$ cat src/rtl/shift_pkg.sv
// ----------------------------------------------------------------------------
// shift_pkg
// Shared definitions for the universal shift register.
//   mode_e   : 3-bit operation select encodings
//   is_shift : true for the four modes that move data and advance the count
// ----------------------------------------------------------------------------
package shift_pkg;

    typedef enum logic [2:0] {
        MODE_HOLD  = 3'b000,
        MODE_LOAD  = 3'b001,
        MODE_SHL   = 3'b010,
        MODE_SHR   = 3'b011,
        MODE_ROTL  = 3'b100,
        MODE_ROTR  = 3'b101,
        MODE_CLEAR = 3'b110,
        MODE_RSVD  = 3'b111
    } mode_e;

    // Shifts and rotates both count toward frame completion.
    function automatic logic is_shift(input logic [2:0] mode);
        return (mode == MODE_SHL)  || (mode == MODE_SHR) ||
               (mode == MODE_ROTL) || (mode == MODE_ROTR);
    endfunction

endpackage

$ cat src/rtl/shift_cell.sv
// ----------------------------------------------------------------------------
// shift_cell
// One bit of the universal shift register: next-state selection by mode
// plus a flop with asynchronous active-low clear.
// Ports:
//   clk      : clock, rising edge
//   reset_n  : asynchronous active-low clear
//   en       : 1 applies mode this edge, 0 holds the bit
//   mode     : operation select (shift_pkg::mode_e encodings)
//   load_bit : parallel load value for this bit
//   shl_bit  : value arriving on shift-left
//   shr_bit  : value arriving on shift-right
//   rotl_bit : value arriving on rotate-left
//   rotr_bit : value arriving on rotate-right
//   q        : stored bit
// ----------------------------------------------------------------------------
module shift_cell (
    input  logic       clk,
    input  logic       reset_n,
    input  logic       en,
    input  logic [2:0] mode,
    input  logic       load_bit,
    input  logic       shl_bit,
    input  logic       shr_bit,
    input  logic       rotl_bit,
    input  logic       rotr_bit,
    output logic       q
);
    import shift_pkg::*;

    logic next_q;

    always_comb begin
        next_q = q;
        if (en) begin
            case (mode_e'(mode))
                MODE_LOAD:  next_q = load_bit;
                MODE_SHL:   next_q = shl_bit;
                MODE_SHR:   next_q = shr_bit;
                MODE_ROTL:  next_q = rotl_bit;
                MODE_ROTR:  next_q = rotr_bit;
                MODE_CLEAR: next_q = 1'b0;
                default:    next_q = q;
            endcase
        end
    end

    always_ff @(posedge clk or negedge reset_n) begin
        if (!reset_n) begin
            q <= 1'b0;
        end else begin
            q <= next_q;
        end
    end

endmodule

$ cat src/rtl/universal_shift_reg.sv
// ----------------------------------------------------------------------------
// universal_shift_reg
// WIDTH-bit register supporting hold, parallel load, logical shift left/right,
// rotate left/right and clear. Counts shift/rotate edges since the last
// load/clear and pulses done for one cycle each time WIDTH of them complete.
// Ports:
//   clk      : clock, rising edge
//   reset_n  : asynchronous active-low reset (q, cnt, done to 0)
//   en       : 1 applies mode this edge, 0 freezes state (done drops to 0)
//   mode     : operation select (shift_pkg::mode_e encodings)
//   sin_l    : serial input entering the MSB on shift-right
//   sin_r    : serial input entering the LSB on shift-left
//   pdata    : parallel load data
//   q        : register contents
//   sout_msb : q[WIDTH-1]
//   sout_lsb : q[0]
//   cnt      : shifts since last load/clear, wraps at WIDTH
//   done     : one-cycle frame-complete pulse
// ----------------------------------------------------------------------------
module universal_shift_reg #(
    parameter int WIDTH = 8
) (
    input  logic                       clk,
    input  logic                       reset_n,
    input  logic                       en,
    input  logic [2:0]                 mode,
    input  logic                       sin_l,
    input  logic                       sin_r,
    input  logic [WIDTH-1:0]           pdata,
    output logic [WIDTH-1:0]           q,
    output logic                       sout_msb,
    output logic                       sout_lsb,
    output logic [$clog2(WIDTH+1)-1:0] cnt,
    output logic                       done
);
    import shift_pkg::*;

    localparam int CW = $clog2(WIDTH + 1);
    localparam logic [CW-1:0] LAST = CW'(WIDTH - 1);

    logic [WIDTH-1:0] shl_vec;
    logic [WIDTH-1:0] shr_vec;
    logic [WIDTH-1:0] rotl_vec;
    logic [WIDTH-1:0] rotr_vec;

    // Candidate next values for every bit; each cell picks its own bit.
    always_comb begin
        shl_vec  = {q[WIDTH-2:0], sin_r};
        shr_vec  = {sin_l, q[WIDTH-1:1]};
        rotl_vec = {q[WIDTH-2:0], q[WIDTH-1]};
        rotr_vec = {q[0], q[WIDTH-1:1]};
    end

    for (genvar i = 0; i < WIDTH; i++) begin : g_cell
        shift_cell u_cell (
            .clk      (clk),
            .reset_n  (reset_n),
            .en       (en),
            .mode     (mode),
            .load_bit (pdata[i]),
            .shl_bit  (shl_vec[i]),
            .shr_bit  (shr_vec[i]),
            .rotl_bit (rotl_vec[i]),
            .rotr_bit (rotr_vec[i]),
            .q        (q[i])
        );
    end

    assign sout_msb = q[WIDTH-1];
    assign sout_lsb = q[0];

    // Frame counter: done is high only in the cycle following the edge that
    // completes WIDTH shifts; every other edge (including frozen ones) drops it.
    always_ff @(posedge clk or negedge reset_n) begin
        if (!reset_n) begin
            cnt  <= '0;
            done <= 1'b0;
        end else if (!en) begin
            done <= 1'b0;
        end else if (mode == MODE_LOAD || mode == MODE_CLEAR) begin
            cnt  <= '0;
            done <= 1'b0;
        end else if (is_shift(mode)) begin
            if (cnt == LAST) begin
                cnt  <= '0;
                done <= 1'b1;
            end else begin
                cnt  <= cnt + CW'(1);
                done <= 1'b0;
            end
        end else begin
            done <= 1'b0;
        end
    end

endmodule

$ cat config.mk
export PLATFORM = sky130hd
export DESIGN_NAME = universal_shift_reg
export DESIGN_NICKNAME = d
export VERILOG_FILES = /design/src/rtl/shift_pkg.sv /design/src/rtl/shift_cell.sv /design/src/rtl/universal_shift_reg.sv
export SDC_FILE = /design/constraint.sdc
export NUM_CORES = 1
export LEC_CHECK = 0
export CAP_MARGIN = 20
export CORE_MARGIN = 4
export CORE_UTILIZATION = 45
export DETAILED_ROUTE_END_ITERATION = 16
export PLACE_DENSITY = 0.79
export SKIP_CTS_REPAIR_TIMING = 1
export SLEW_MARGIN = 5
export SYNTH_ARGS = -nofsm -noshare
export SYNTH_HDL_FRONTEND = slang
export SYNTH_SLANG_ARGS = --single-unit
$ cat constraint.sdc
create_clock -name clk -period 1.6 [get_ports clk]
set_input_delay 0.24 -clock clk [delete_from_list [all_inputs] [get_ports clk]]
set_output_delay 0.24 -clock clk [all_outputs]
set_load 0.02 [all_outputs]
==> out/results.txt, run 1 <==
CP Max Fanout: 4
number of H-tree levels: 1
crit end category: output port
sequential share of power: 0.374
syn avg cell area: 9.077 um^2
CP required: 1360 ps
R2R Setup Slk: 170 ps
Crit path largest cell delay: 630 ps
largest net degree at the start of global routing: 14
Slew @ Worst Pin: 261.3 ps
Layout Nets: 156
FF-to-FF End: cnt[3]
crit start category: flop
top post-synthesis cells by area: dfrtp_1 35%, mux2i_1 9.7%, buf_4 7.3%
initial DRC count: 12
initial antenna violation count: 0
CTS Sinks: 13
CTS buffer count: 3
post-synth design cell area: 925.9 um^2
kind of critical path: flop to output port
CTS root buffer: clkbuf_4
# rows: 16
most frequent cells in the layout: 23 x clkdlybuf4s50_1, 15 x buf_4, 14 x nand2_1, 13 x dfrtp_1
Post-DP Area: 0.001249 mm^2
PortBufs: 30
HP Class: input pin to async pin
Multi-input gate area: 469.2 um^2
Worst Setup SP: g_cell[1].u_cell.q
Slew Limit Fails: 0
Final Cycle Share: 0.9794
final global-route overflow total: 0
Die H: 53.36 um
drt via density: 5.212
Seq cells post-synth: 13
worst-path cell chain: clkdlybuf4s50_1
ANT nets after route: 0
Yosys Warn Count: 0
GRT Resource Usage Total: 0.1920
first-pass GRT wire length: 3974 um
status: completed
Clock Path Buffers: 2
core area: 0.001962 mm^2
HPWL after DPL: 1854 um
Layout fillers: 164
Worst-path clk slew: 80 ps
Logic pwr share: 0.471
layout cells sized above 1: 0.1812
Register Area: 325.3 um^2
post-route cell area: 0.001292 mm^2
FMAX: 638.2 MHz
vias in the first global route: 899
Total Wirelength: 2325 um
leak pwr: 0.6480 nW
Clock Power Share: 0.155
Clock Latency Late Sink: 280 ps
Core Util, Final: 0.6588
Reg2Reg Launch Point: cnt[0]
max_cap viols: 0
drt wl/cell: 14.09 um
Pint: 0.8187 mW
Period minus WS final: 1567 ps
Starting Density: 0.4719
Unique masters post-synth: 31
Yosys top cell area share: 0.3514
Sw Ratio: 0.3887
Crit-path slowest cell: clkdlybuf4s50_1
GPL Wtd Cong: 0.8008
commonest non-fill, non-tap cell in the layout: clkdlybuf4s50_1
die area: 0.002847 mm^2
unrepaired setup endpoints after global routing: false
die width: 53.36 um
DRC: 0
VDD IR-drop max: 0.6688 mV
WP data arrival: 1330 ps
Worst Skew: 0.5126 ps
area leader, netlist: dfrtp_1
Syn Nets: 119
Pre-Repair DR Iteration Count: 4
area growth from synthesis to layout: 39.59%
CTS tree: yes
R2R cell count: 5
I/O pins: 31
CP bufs+invs: 1
Worst slew margin: 0.8246
Post-Syn Instances: 102
final hold violations: 0
cell family with the largest share of critical-path delay: buffers and inverters
PD cells: 1036 mW/mm^2
final hold slack: 255.2 ps
Net Sw Power: 0.5206 mW
final setup fails: 0
sequential share of the synthesized area: 0.3514
routed vias: 860
number of diodes: 0
==> through the flow <==
step           setup TNS [ps]  worst slack, ps  power (mW)  instances
2_1_floorplan               0            188.5      0.8900        102
3_3_place_gp           -191.8           -39.23       1.123        161
3_5_place_dp           -721.5           -104.6       1.150        161
4_1_cts                -52.35           -19.57       1.364        165
5_1_grt                     0            2.068       1.442        165
6_report                    0            33.00       1.339        165
==> area by class of cell <==
class | count | share of cell area
timing repair buffer | 45 | 0.3330
inverter | 2 | 0.005808
sequential | 13 | 0.2517
tap | 27 | 0.02614
multi-input combinational | 74 | 0.3630
clock buffer | 4 | 0.02033
==> how the worst max path moves through the flow <==
stage                          to  cells after the start
2_1_floorplan              cnt[3]                      5
3_3_place_gp   g_cell[3].u_cell.q                      5
3_5_place_dp               cnt[3]                      6
4_1_cts                    cnt[1]                      1
5_1_grt                      q[1]                      1
6_report                     q[1]                      1
==> power groups by stage <==
stage	logic (mW)	registers, mW	clock network [mW]
6_report	0.631	0.501	0.207
3_3_place_gp	0.620	0.503	0
2_1_floorplan	0.340	0.550	0
4_1_cts	0.646	0.503	0.215
5_1_grt	0.692	0.516	0.234
3_5_place_dp	0.641	0.509	0
==> state kept, by name, summed over array words and instances, names as in the netlist <==
register / count
done: 1
cnt: 4
g_cell.u_cell.q: 8
==> logic make-up after synthesis <==
family / count (synthesis) / synth area share
adder cells (fa/ha/maj): 1 / 0.01351
AND/OR/NAND/NOR: 36 / 0.1865
XOR/XNOR: 1 / 0.01757
buffers and inverters: 15 / 0.1419
AO/OA/AOI/OAI: 27 / 0.1919
multiplexers: 9 / 0.09730
flip-flops: 13 / 0.3513
==> synth_stat cells, drive strengths merged <==
| master | n |
|---|---|
| nand3 | 4 |
| nand2 | 14 |
| a32oi | 1 |
| mux2i | 9 |
| clkbuf | 1 |
| o31ai | 1 |
| o21ai | 11 |
| and3b | 2 |
| or3 | 1 |
| nor2 | 9 |
| a21o | 1 |
| inv | 2 |
| nand2b | 3 |
| nor3b | 1 |
| a211oi | 1 |
| o22ai | 1 |
| nor2b | 2 |
| o221ai | 1 |
| xnor2 | 1 |
| buf | 12 |
| a221oi | 2 |
| a21oi | 8 |
| dfrtp | 13 |
| ha | 1 |
==> per-layer routing <==
layer | global-route usage | wire [um]
met5 | 0 | 0
met4 | 0.1064 | 47
met3 | 0.02254 | 111
met2 | 0.3469 | 1186
met1 | 0.2134 | 980
(Power assumes the default switching activity.)
==> run 2: changes to the inputs <==
Settings changed: RECOVER_POWER from default to 50, SLEW_MARGIN 5 to 10.
==> run 2 against run 1 <==
Compared with the run above: design area is 3.0% lower; critical path depth stayed put; register-to-register slack hardly changed; via count is 0.35% lower; hold slack better by 270 ps; wire length is 0.60% higher; non-clock buffer count stayed put; clock power hardly changed; global-route usage stayed put.
==> out/results.txt, run 2 (synthesis results as in run 1) <==
Worst Skew: 2.164 ps (+1.651 ps)
CTS root buffer: clkbuf_4
Period minus WS final: 1568 ps (+0.5682 ps)
PortBufs: 30 (unchanged)
drt wl/cell: 14.18 um (+0.60%)
routed vias: 857 (-0.35%)
largest net degree at the start of global routing: 14 (unchanged)
HP Class: input pin to async pin
Total Wirelength: 2339 um (+0.60%)
CTS Sinks: 13 (unchanged)
status: completed
WP data arrival: 1330 ps (about the same)
number of H-tree levels: 1 (unchanged)
Worst-path clk slew: 80 ps (about the same)
first-pass GRT wire length: 3974 um (unchanged)
number of diodes: 0 (unchanged)
final hold violations: 0 (unchanged)
R2R cell count: 5 (unchanged)
final hold slack: 520.8 ps (+265.6 ps)
VDD IR-drop max: 0.6523 mV (-2.5%)
CTS tree: yes
GPL Wtd Cong: 0.8008 (unchanged)
die area: 0.002847 mm^2 (unchanged)
unrepaired setup endpoints after global routing: false
initial antenna violation count: 0 (unchanged)
Final Cycle Share: 0.9797 (about the same)
most flop-heavy register: g_cell.u_cell.q
HPWL after DPL: 1854 um (unchanged)
most frequent cells in the layout: 22 x clkdlybuf4s50_1, 14 x nand2_1, 14 x buf_4, 13 x dfrtp_1
drt via density: 5.194 (-0.35%)
layout cells sized above 1: 0.1739 (-0.007246)
area growth from synthesis to layout: 35.41%
worst slack at placement: -104.6 ps (unchanged)
Starting Density: 0.4719 (unchanged)
final setup fails: 0 (unchanged)
core area: 0.001962 mm^2 (unchanged)
Layout fillers: 173 (+5.5%)
Fin Setup TNS: 0 ps (unchanged)
vias in the first global route: 899 (unchanged)
Layout Nets: 156 (unchanged)
Pre-Repair DR Iteration Count: 4 (unchanged)
Worst slew margin: 0.5069 (-0.3177)
CP Max Fanout: 4 (unchanged)
worst-path cell chain: clkdlybuf4s50_1
kind of critical path: flop to output port
CTS buffer count: 3 (unchanged)
CP required: 1360 ps (about the same)
Slew Limit Fails: 0 (unchanged)
Crit path largest cell delay: 630 ps (about the same)
crit end category: output port
top flop regs: g_cell.u_cell.q x8, cnt x4, done x1
GRT Resource Usage Total: 0.1920 (unchanged)
Clock Latency Late Sink: 280 ps (about the same)
Core Util, Final: 0.6390 (-0.01977)
die width: 53.36 um (unchanged)
leak pwr: 0.5826 nW (-10%)
crit start category: flop
max_cap viols: 0 (unchanged)
commonest non-fill, non-tap cell in the layout: clkdlybuf4s50_1
DRC: 0 (unchanged)
PD cells: 1049 mW/mm^2 (+1.2%)
Crit-path slowest cell: clkdlybuf4s50_1
final global-route overflow total: 0 (unchanged)
cell family with the largest share of critical-path delay: buffers and inverters
I/O pins: 31 (unchanged)
Largest register FFs: 8 (unchanged)
Die H: 53.36 um (unchanged)
dpl cells: 161 (unchanged)
Slew @ Worst Pin: 739.6 ps (+478.3 ps)
initial DRC count: 9 (-3)
CP Depth: 1 (unchanged)
FMAX: 637.9 MHz (about the same)
CP bufs+invs: 1 (unchanged)
# rows: 16 (unchanged)
Clock Path Buffers: 2 (unchanged)
worst setup margin: 32.43 ps (-0.5682 ps)
Final Non-Filler Cells: 165 (unchanged)
ANT nets after route: 0 (unchanged)
run 2: changes by cell type in the layout (fill, tap and decap cells not counted), sizes merged:
| cell | before | now |
|---|---|---|
| buf | 15 | 14 |
| clkbuf | 4 | 9 |
| dlymetal6s2s | 7 | 3 |
| clkdlybuf4s50 | 23 | 22 |
| dlygate4sd3 | 0 | 1 |
run 2: per-layer routing:
metal	GRT usage	vias to the layer above	part of all wire	routed length (um)
li1	-	426	-	-
met5	0	-	0	0
met2	0.3469	20	0.51	1184
met3	0.02254	5	0.049	114
met4	0.1064	0	0.020	47
met1	0.2134	406	0.42	992
run 2: worst paths after layout:
path,from,endpoint,slack [ps]
min in group clk,cnt[0],cnt[0],540
worst min-delay path,reset_n,g_cell[1].u_cell.q,520
worst min register to register,cnt[0],cnt[0],540
worst max-delay path,g_cell[1].u_cell.q,q[1],30
worst max register to register,cnt[0],cnt[3],170
max in group asynchronous,reset_n,g_cell[4].u_cell.q,620
run 2: cell type report:
type / count / area (um^2) / share of cell area
Multi-Input combinational cell: 74 / 469.2 / 0.3743
Timing Repair Buffer: 45 / 391.6 / 0.3124
Sequential cell: 13 / 325.3 / 0.2595
Tap cell: 27 / 33.78 / 0.02695
Clock buffer: 4 / 26.28 / 0.02096
Inverter: 2 / 7.507 / 0.005988
run 2: per-stage QoR:
step                area (um^2)  total power, mW
floorplan                 925.9           0.8900
global placement           1249            1.123
detailed placement         1249            1.150
CTS                        1275            1.364
global route               1254            1.414
finish                     1254            1.315
run 2: power by group:
group          internal [mW]  switching (mW)  total (mW)  leakage (nW)
registers              0.406          0.0970       0.503         0.168
logic                  0.287           0.316       0.603         0.399
clock network         0.0969           0.112       0.209        0.0150
